===== src/rtl/datamux_arbiter_pkg.sv =====
// Purpose: shared constants and FSM state encoding for the data-concentrator arbiter.
// Latency: n/a (declarations only).
// Backpressure: n/a.
package datamux_arbiter_pkg;

    localparam int DEF_N_SRC     = 4;
    localparam int DEF_BURST_MAX = 8;
    localparam int DATA_W        = 64;

    // IDLE: choose an owner; ISSUE: pulse the FIFO read; CAPTURE: take the
    // word one cycle later; HOLD: present it until downstream accepts.
    typedef enum logic [1:0] {
        IDLE    = 2'd0,
        ISSUE   = 2'd1,
        CAPTURE = 2'd2,
        HOLD    = 2'd3
    } state_e;

endpackage


===== src/rtl/datamux_arbiter_rr_pick.sv =====
// Purpose: combinational round-robin pick, searching upward from last_i+1 with wrap.
// Latency: combinational, zero cycles.
// Backpressure: none; the caller decides when to use the result.
// Ports: req_i request vector, last_i index of previous owner,
//        gnt_o one-hot pick (zero when no request), vld_o any request present.
module rr_pick #(
    parameter int N  = 4,
    parameter int LW = (N > 1) ? $clog2(N) : 1
) (
    input  logic [N-1:0]  req_i,
    input  logic [LW-1:0] last_i,
    output logic [N-1:0]  gnt_o,
    output logic          vld_o
);

    always_comb begin
        gnt_o = '0;
        vld_o = 1'b0;
        // Offsets 1..N visit every source once, ending on last_i itself so a
        // lone requester is re-picked.
        for (int k = 1; k <= N; k++) begin
            if (!vld_o && req_i[(int'(last_i) + k) % N]) begin
                gnt_o[(int'(last_i) + k) % N] = 1'b1;
                vld_o                          = 1'b1;
            end
        end
    end

endmodule


===== src/rtl/datamux_arbiter.sv =====
// Purpose: round-robin burst arbiter moving 64-bit words from N_SRC standard-read FIFOs to one output.
// Latency: 3 cycles from the IDLE grant to m_valid; one word per 3 cycles sustained.
// Backpressure: m_ready=0 holds the word in HOLD; no further FIFO read is issued until it is accepted.
// Ports: rd_clk/rst_n clock and async active-low reset; enable gates new grants;
//        src_mask/src_empty/src_dout/src_rd_en per-source FIFO read side;
//        m_data/m_valid/m_ready output handshake; grant one-hot owner; word_count total words moved.
module datamux_arbiter
    import datamux_arbiter_pkg::*;
#(
    parameter int N_SRC     = DEF_N_SRC,
    parameter int BURST_MAX = DEF_BURST_MAX
) (
    input  logic                    rd_clk,
    input  logic                    rst_n,
    input  logic                    enable,
    input  logic [N_SRC-1:0]        src_mask,
    input  logic [N_SRC-1:0]        src_empty,
    input  logic [DATA_W*N_SRC-1:0] src_dout,
    output logic [N_SRC-1:0]        src_rd_en,
    output logic [DATA_W-1:0]       m_data,
    output logic                    m_valid,
    input  logic                    m_ready,
    output logic [N_SRC-1:0]        grant,
    output logic [31:0]             word_count
);

    localparam int LW = (N_SRC > 1) ? $clog2(N_SRC) : 1;

    state_e              state_q, state_d;
    logic [N_SRC-1:0]    grant_q, grant_d;
    logic [LW-1:0]       gidx_q, gidx_d;
    logic [LW-1:0]       last_q, last_d;
    logic [7:0]          burst_q, burst_d;
    logic [31:0]         wc_q, wc_d;
    logic [DATA_W-1:0]   mdata_q, mdata_d;
    logic                mvld_q, mvld_d;

    logic [N_SRC-1:0]    pick_gnt;
    logic                pick_vld;
    logic [LW-1:0]       pick_idx;
    logic [8:0]          burst_nxt;

    rr_pick #(.N(N_SRC), .LW(LW)) u_pick (
        .req_i  (src_mask & ~src_empty),
        .last_i (last_q),
        .gnt_o  (pick_gnt),
        .vld_o  (pick_vld)
    );

    always_comb begin
        pick_idx = '0;
        for (int i = 0; i < N_SRC; i++) begin
            if (pick_gnt[i]) pick_idx = LW'(i);
        end
    end

    // One bit wider than burst_cnt so BURST_MAX=255 compares without overflow.
    assign burst_nxt = {1'b0, burst_q} + 9'd1;

    always_comb begin
        state_d = state_q;
        grant_d = grant_q;
        gidx_d  = gidx_q;
        last_d  = last_q;
        burst_d = burst_q;
        wc_d    = wc_q;
        mdata_d = mdata_q;
        mvld_d  = mvld_q;
        case (state_q)
            IDLE: begin
                if (enable && pick_vld) begin
                    grant_d = pick_gnt;
                    gidx_d  = pick_idx;
                    burst_d = '0;
                    state_d = ISSUE;
                end
            end
            ISSUE: begin
                state_d = CAPTURE;
            end
            CAPTURE: begin
                mdata_d = src_dout[int'(gidx_q)*DATA_W +: DATA_W];
                mvld_d  = 1'b1;
                state_d = HOLD;
            end
            HOLD: begin
                if (m_ready) begin
                    mvld_d  = 1'b0;
                    burst_d = burst_nxt[7:0];
                    wc_d    = wc_q + 32'd1;
                    // Emptiness was checked here, one cycle before the read,
                    // so a read is never issued to an empty FIFO.
                    if (burst_nxt < 9'(BURST_MAX) && enable &&
                        src_mask[gidx_q] && !src_empty[gidx_q]) begin
                        state_d = ISSUE;
                    end else begin
                        last_d  = gidx_q;
                        grant_d = '0;
                        state_d = IDLE;
                    end
                end
            end
            default: state_d = IDLE;
        endcase
    end

    always_ff @(posedge rd_clk or negedge rst_n) begin
        if (!rst_n) begin
            state_q <= IDLE;
            grant_q <= '0;
            gidx_q  <= '0;
            last_q  <= LW'(N_SRC - 1);
            burst_q <= '0;
            wc_q    <= '0;
            mdata_q <= '0;
            mvld_q  <= 1'b0;
        end else begin
            state_q <= state_d;
            grant_q <= grant_d;
            gidx_q  <= gidx_d;
            last_q  <= last_d;
            burst_q <= burst_d;
            wc_q    <= wc_d;
            mdata_q <= mdata_d;
            mvld_q  <= mvld_d;
        end
    end

    // Decoded from the state register so the strobe is a clean single-cycle
    // pulse and drops together with the asynchronous reset.
    assign src_rd_en  = (state_q == ISSUE) ? grant_q : '0;
    assign grant      = grant_q;
    assign m_data     = mdata_q;
    assign m_valid    = mvld_q;
    assign word_count = wc_q;

endmodule


===== config.mk =====
export PLATFORM = sky130hd
export DESIGN_NAME = datamux_arbiter
export DESIGN_NICKNAME = d
export VERILOG_FILES = /design/src/rtl/datamux_arbiter_pkg.sv /design/src/rtl/datamux_arbiter_rr_pick.sv /design/src/rtl/datamux_arbiter.sv
export SDC_FILE = /design/constraint.sdc
export NUM_CORES = 1
export LEC_CHECK = 0
export BUFFER_PORTS_ARGS = -buffer_cell sky130_fd_sc_hd__buf_2
export CORE_AREA = 2 2 144 146
export CTS_BUF_LIST = sky130_fd_sc_hd__clkbuf_4
export CTS_CLUSTER_DIAMETER = 50
export DETAILED_ROUTE_END_ITERATION = 10
export DIE_AREA = 0 0 146 148
export SYNTH_ARGS = -nofsm -noshare
export SYNTH_HDL_FRONTEND = slang
export SYNTH_HIERARCHICAL = 1
export SYNTH_SLANG_ARGS = --single-unit

===== constraint.sdc =====
create_clock -name rd_clk -period 3.6 [get_ports rd_clk]
set_clock_uncertainty 0.05 [all_clocks]
set_input_delay 0.18 -clock rd_clk [delete_from_list [all_inputs] [get_ports rd_clk]]
set_output_delay 0.18 -clock rd_clk [all_outputs]
set_load 0.02 [all_outputs]

==> results.md, run 1 <==
* RSZ-0062 raised after global routing: no
* Initial antenna violation count at 9
* Row Count at 52
* Area share of the largest cell type after synthesis at 0.412
* Mapped Area at 6860 um2
* Final Cycle Share at 0.797
* Number of global-route vias before repair at 6355
* Final setup violation count at 0
* Main area contributors after synthesis: dfrtp_1 41%, mux4_2 21%, mux2_2 11%
* Critical path class: reg -> reg
* Later-pin clock latency in the skew report at 0.50 ns
* TritonCTS Sinks at 115
* Worst-path fanout max at 38
* Hold path start: src_dout[89]
* Setup TNS Final at 0 ns
* Worst setup SP type: flip-flop
* DPL Wire Length at 17.5 mm
* # hold bufs at CTS at 44
* DIE HEIGHT at 148 um
* Post-synth top area cell: dfrtp_1
* CTS-repair resized insts at 0
* First-pass GRT wire length at 35.4 mm
* Crit path largest cell delay at 0.85 ns
* Reg clk slew, reported paths at 0.14 ns
* Worst r2r dst: m_data[14]
* # H-tree levels at 4
* Worst Path Arrival at 3.23 ns
* Worst-Margin Slew at 0.979 ns
* Sequence of cells on the critical path: buf_4 > mux4_2 > dlygate4sd3_1 > mux2_2
* Num ports at 373
* Leakage at 4.60 nW
* Sequential fraction of the synthesis area at 0.420
* Post-synth top flop: dfrtp_1
* Core ar. at 20000 um2
* Min cycle time layout at 2.87 ns
* Final hold violations at 0
* Asr flop ratio synth at 1.00
* Vias at 6057
* Total CTS buffers at 17
* Area Overhead vs Synth at 41.8%
* R2R depth at 4
* Peak VDD IR at 0.377 mV
* Layout cells sized above 1 at 0.586
* Total GRT Usage at 0.212
* Routed len/inst at 18.8 um
* CP required at 3.96 ns
* Clock Tree Buf Depth at 2
* Drt total wl at 22.8 mm
* Relative slew slack at 0.348
* Post-CTS setup repair buffer count at 0
* CTS tree: built
* Library cells used by synthesis at 60
* Launching point of the worst reg2reg path: gidx_q[1]
* Routability Congestion at 0.829
* DR iter-0 viols at 219
* DR vias/cell at 5.00
* Layout Utilization at 0.486
* Pwr dens at 722 nW/um2
* Max_cap viols at 0
* Placed Cells at 1125
* FMAX at 348 MHz
* Initial Util at 0.342
* Post-route ant nets at 0
* Slew Limit Fails at 0
* GRT overflow at 0
* Final #Nets at 1205
* Mean Syn Cell Area at 13.4 um2
* Drt pass-1 iters at 4
* Clock root buffer: clkbuf_4
* Synth warnings at 6
* Number of synthesized flops with an enable pin at 0
* Reg-to-reg setup timing slack at 0.73 ns
* #FFs+latches synth at 115
* Die area at 21600 um2
* Syn nets at 794
* Run status: finished clean
* Slowest cell on crit path: dfrtp_2
* Cell count after synthesis at 511
* Largest net degree at the start of global routing at 66
* Die Wd at 146 um
* Number of remaining DRC errors at 0
* Non-filler cells, final at 1211
* Hold Path Class: in -> reg
* Worst min-delay path endpoint: m_data[25]
* Hold Path Stages at 3
* CP endpoint kind: flip-flop
* PortBufs at 372
cells by family (layout without fill, tap and decap cells):
logic type,after synthesis,after routing,share of synthesized area
flops,115,115,0.420
other cells,0,6,0
compound gates,41,41,0.0428
simple gates,122,122,0.0959
buf+inv,43,467,0.0332
xor+xnor,32,32,0.0408
fa+ha+maj,15,15,0.0273
mux,143,143,0.340
synth_stat cells, types with 3 or more instances:
| cell type | n |
|---|---|
| and3_1 | 6 |
| o31ai_1 | 4 |
| nor2b_1 | 4 |
| nor3b_1 | 3 |
| nand3_1 | 20 |
| and2_1 | 5 |
| o21ai_1 | 11 |
| clkbuf_1 | 16 |
| xnor2_1 | 24 |
| mux4_2 | 64 |
| inv_1 | 11 |
| nor3_1 | 3 |
| nor2_1 | 18 |
| a221o_1 | 4 |
| dfrtp_1 | 113 |
| xor2_1 | 8 |
| nand2_1 | 32 |
| buf_2 | 5 |
| mux2i_1 | 9 |
| buf_8 | 3 |
| a21o_1 | 3 |
| a21oi_1 | 3 |
| ha_1 | 15 |
| and4_1 | 5 |
| mux2_1 | 3 |
| mux2_2 | 66 |
| nand4_1 | 8 |
| buf_4 | 3 |
sequential cells by signal, summed over array words and instances, names as in the netlist:
register    flops
last_q          2
burst_q         8
grant           4
m_data         64
word_count     32
m_valid         1
state_q         2
gidx_q          2
metal layers:
metal / wire (um) / global-route usage
met2: 11300 / 0.363
met4: 544 / 0.0733
met1: 9550 / 0.263
met5: 27 / 0
met3: 1420 / 0.0503
where the power goes:
group          internal, mW  switching, mW
Combinational          1.97           1.82
Sequential             1.78          0.473
Clock                 0.376          0.603
stage by stage:
step	setup slack [ns]	power (mW)	instance area, um2	hold slack [ns]
3_3_place_gp	0.919	5.87	8950	0.262
4_1_cts	0.707	7.12	9680	0.000118
3_5_place_dp	0.866	5.93	8950	0.268
2_1_floorplan	1.08	4.83	6860	-0.166
6_report	0.730	7.03	9730	0.0612
5_1_grt	0.593	7.50	9730	0.000362
how the worst max path moves through the flow:
| stage | endpoint | slack (ns) | startpoint |
|---|---|---|---|
| 2_1_floorplan | grant[3] | 1.08 | last_q[1] |
| 3_3_place_gp | grant[3] | 0.92 | last_q[0] |
| 3_5_place_dp | grant[3] | 0.87 | last_q[1] |
| 4_1_cts | m_data[47] | 0.71 | gidx_q[1] |
| 5_1_grt | gidx_q[0] | 0.59 | last_q[0] |
| 6_report | m_data[14] | 0.73 | gidx_q[1] |
layout make-up:
class | count | area [um2]
fillers | 1865 | 10300
multi-input cells | 353 | 3770
flip-flops and latches | 115 | 2890
repair buffers | 423 | 2390
well taps | 270 | 338
clock inverters | 15 | 163
clock buffers | 17 | 128
inverters | 12 | 45.0
diodes | 6 | 15.0
layout by cell type, fill, tap and decap left out, types with 6 or more instances in the layout:
cell type / count
and3_1: 6
buf_2: 371
clkbuf_4: 17
dfrtp_1: 111
diode_2: 6
dlygate4sd3_1: 48
ha_1: 14
inv_1: 11
inv_6: 8
mux2_2: 66
mux2i_1: 9
mux4_2: 64
nand2_1: 32
nand3_1: 20
nand4_1: 8
nor2_1: 18
o21ai_1: 11
xnor2_1: 24
xor2_1: 8
critical path: cells and delay by family (launching register included):
family                 cells  cell delay [ns]
buffers and inverters      2             1.17
muxes                      2             0.67
DFF                        1             0.85
No activity file was read; power rests on OpenSTA's default activity.
==> inputs of run 2 (changes only) <==
Settings changed: ABC_AREA from default to 1, CORE_AREA 2 2 144 146 to 2 2 145 147, DIE_AREA 0 0 146 148 to 0 0 147 149, PLACE_DENSITY from default to 0.67.
Clock period 3.6 ns to 2.7 ns, I/O delays scaled along.
==> results.md, run 2 <==
* Run status: finished clean
* Worst setup SP type: flip-flop
* Global Route met1 Usage at 0.342
* Largest net degree at the start of global routing at 83
* Final hold violations at 0
* Total GRT Usage at 0.282
* Num ports at 373
* Design area at 12100 um2
* Vias at 9869
* Worst-path fanout max at 41
* Reg clk slew, reported paths at 0.12 ns
* Area of the multi-input gates at 4190 um2
* DR vias/cell at 5.04
* DIE HEIGHT at 149 um
* GRT overflow at 0
* Main area contributors after synthesis: dfrtp_1 37%, nor2_1 19%, o21ai_0 9.6%
* Crit path largest cell delay at 0.60 ns
* Max_cap viols at 0
* RSZ-0062 raised after global routing: no
* Clock root buffer: clkbuf_4
* PortBufs at 372
* Row Count at 53
* First-pass GRT wire length at 48.2 mm
* FF+latch area at 2890 um2
* Total CTS buffers at 17
* Slew Limit Fails at 0
* Setup TNS Final at 0 ns
* Critical path depth at 7
* Die area at 21900 um2
* Slowest cell on crit path: dlygate4sd3_1
* Number of remaining DRC errors at 0
* Post-Place Cell Area at 9720 um2
* Synth warnings at 6
* Initial Util at 0.367
* Leakage at 5.81 nW
* Most common cell after layout, fill and taps aside: nor2_1
* Area Overhead vs Synth at 59.9%
* Pwr Total at 11.8 mW
* Cell count after synthesis at 1108
* Number of synthesized flops with an enable pin at 0
* Initial antenna violation count at 16
* Routed len/inst at 16.6 um
* Final setup violation count at 0
* Mean Syn Cell Area at 6.81 um2
* Post-synth top cells: 372 x nor2_1, 161 x nand2_1, 145 x o21ai_0, 113 x dfrtp_1, 64 x a31oi_1
* Number of global-route vias before repair at 9274
* Non-filler cells, final at 1957
* #FFs+latches synth at 115
* Post-synth top flop: dfrtp_1
* Mapped Area at 7540 um2
* Buf+Inv Stages, Crit Path at 3
* TritonCTS Sinks at 115
* Core ar. at 20600 um2
* Die Wd at 147 um
* # H-tree levels at 4
* Hold Path Class: in -> async
* Min cycle time layout at 2.63 ns
* CP delay by family, top: buffers and inverters
* CP required at 3.14 ns
* Final #Nets at 1941
* CP endpoint kind: flip-flop
* DR iter-0 viols at 578
* FMAX at 380 MHz
* Layout cells sized above 1 at 0.275
* Routing usage on met2 at 0.454
* Top Usage Layer GRT: met2
* Reg-to-reg setup timing slack at 0.07 ns
* Grt met3 use at 0.101
* DPL Wire Length at 22.7 mm
* Syn nets at 1391
* Peak VDD IR at 0.584 mV
* Placed Cells at 1714
* CTS tree: built
* Later-pin clock latency in the skew report at 0.55 ns
* Most frequent cells in the layout: 372 x nor2_1, 371 x buf_2, 196 x dlygate4sd3_1
* Area share of the largest cell type after synthesis at 0.375
* # fillers at 1921
* Drt pass-1 iters at 5
* Pwr dens at 975 nW/um2
* Count leader, synth: nor2_1
* Clock Tree Buf Depth at 2
* Worst Path Arrival at 3.08 ns
* R2R depth at 7
* Library cells used by synthesis at 39
* Sequence of cells on the critical path: buf_16 > nor2_1 > nor2_1 > o21ai_0 > dlygate4sd3_1 > a31oi_1 > dlygate4sd3_1
* Sequential fraction of the synthesis area at 0.382
* Asr flop ratio synth at 1.00
* Relative slew slack at 0.580
* Post-synth top area cell: dfrtp_1
* Max reg flops at 64
* Routability Congestion at 0.929
* Worst-Margin Slew at 0.623 ns
* Drt total wl at 32.6 mm
* Critical path class: reg -> reg
* Final Cycle Share at 0.975
* Post-route ant nets at 0
==> run 2: cell count changes in the layout (fill, tap and decap cells not counted), sizes merged, moves of 17 or more <==
| cell | before | now |
|---|---|---|
| mux4 | 65 | 0 |
| o21ai | 12 | 147 |
| nand3 | 21 | 38 |
| inv | 22 | 60 |
| nand2 | 33 | 169 |
| nor2 | 18 | 378 |
| mux2 | 69 | 0 |
| dlygate4sd3 | 48 | 196 |
| a31oi | 2 | 64 |
| buf | 375 | 392 |
==> run 2: final timing paths <==
check / startpoint / to
min in group rd_clk: src_dout[26] / m_data[26]
max in group asynchronous: rst_n / word_count[15]
worst min register to register: word_count[6] / word_count[6]
worst min-delay path: rst_n / word_count[3]
worst max-delay path: gidx_q[0] / m_data[1]
worst max register to register: gidx_q[0] / m_data[1]
==> run 2: repair_timing <==
action                                 CTS  global route
endpoints found under the hold margin  140             1
setup endpoints to repair                0            39
hold buffers                           195             1
resized for setup                        0            10
buffers inserted                         0             2
==> run 2: cell type report <==
class                           count  area share
Antenna cell                       11     0.00228
Sequential cell                   115       0.239
Timing Repair Buffer              590       0.343
Tap cell                          275      0.0285
Inverter                           61      0.0196
Multi-Input combinational cell    873       0.347
Clock buffer                       17      0.0106
Clock inverter                     15     0.00985
==> run 2: logic make-up after synthesis <==
| group | after synthesis | share of synthesized area |
|---|---|---|
| fa+ha+maj | 15 | 0.0249 |
| compound gates | 221 | 0.160 |
| buf+inv | 120 | 0.0647 |
| xor+xnor | 30 | 0.0348 |
| simple gates | 607 | 0.334 |
| flops | 115 | 0.382 |
==> run 2: layer usage <==
| layer | up-vias | share of wire |
|---|---|---|
| met1 | 4602 | 0.39 |
| li1 | 4719 | - |
| met5 | - | 0.0018 |
| met3 | 98 | 0.096 |
| met2 | 440 | 0.47 |
| met4 | 10 | 0.038 |
==> run 2: power by group <==
| part | leakage (nW) | total (mW) | switching, mW | internal [mW] |
|---|---|---|---|---|
| Combinational | 4.32 | 7.73 | 4.25 | 3.49 |
| Clock | 0.125 | 1.18 | 0.740 | 0.441 |
| Sequential | 1.36 | 2.84 | 0.498 | 2.35 |
| Total | 5.81 | 11.8 | 5.48 | 6.27 |
==> run 2: worst register-to-register path, stage by stage, from the launching register on <==
cell and delay, ns:
dfrtp_4 0.56, buf_16 0.24, nor2_1 0.12, nor2_1 0.13
o21ai_0 0.13, dlygate4sd3_1 0.58, a31oi_1 0.18, dlygate4sd3_1 0.60
==> run 2: per-stage QoR <==
stage,worst slack (ns),util,hold slack [ns]
4_1_cts,0.0467,0.580,0.0221
5_1_grt,0.00351,0.587,0.0880
3_3_place_gp,0.280,0.473,0.132
3_5_place_dp,0.215,0.473,0.132
2_1_floorplan,0.160,-,-0.211
6_report,0.0665,0.587,0.0835
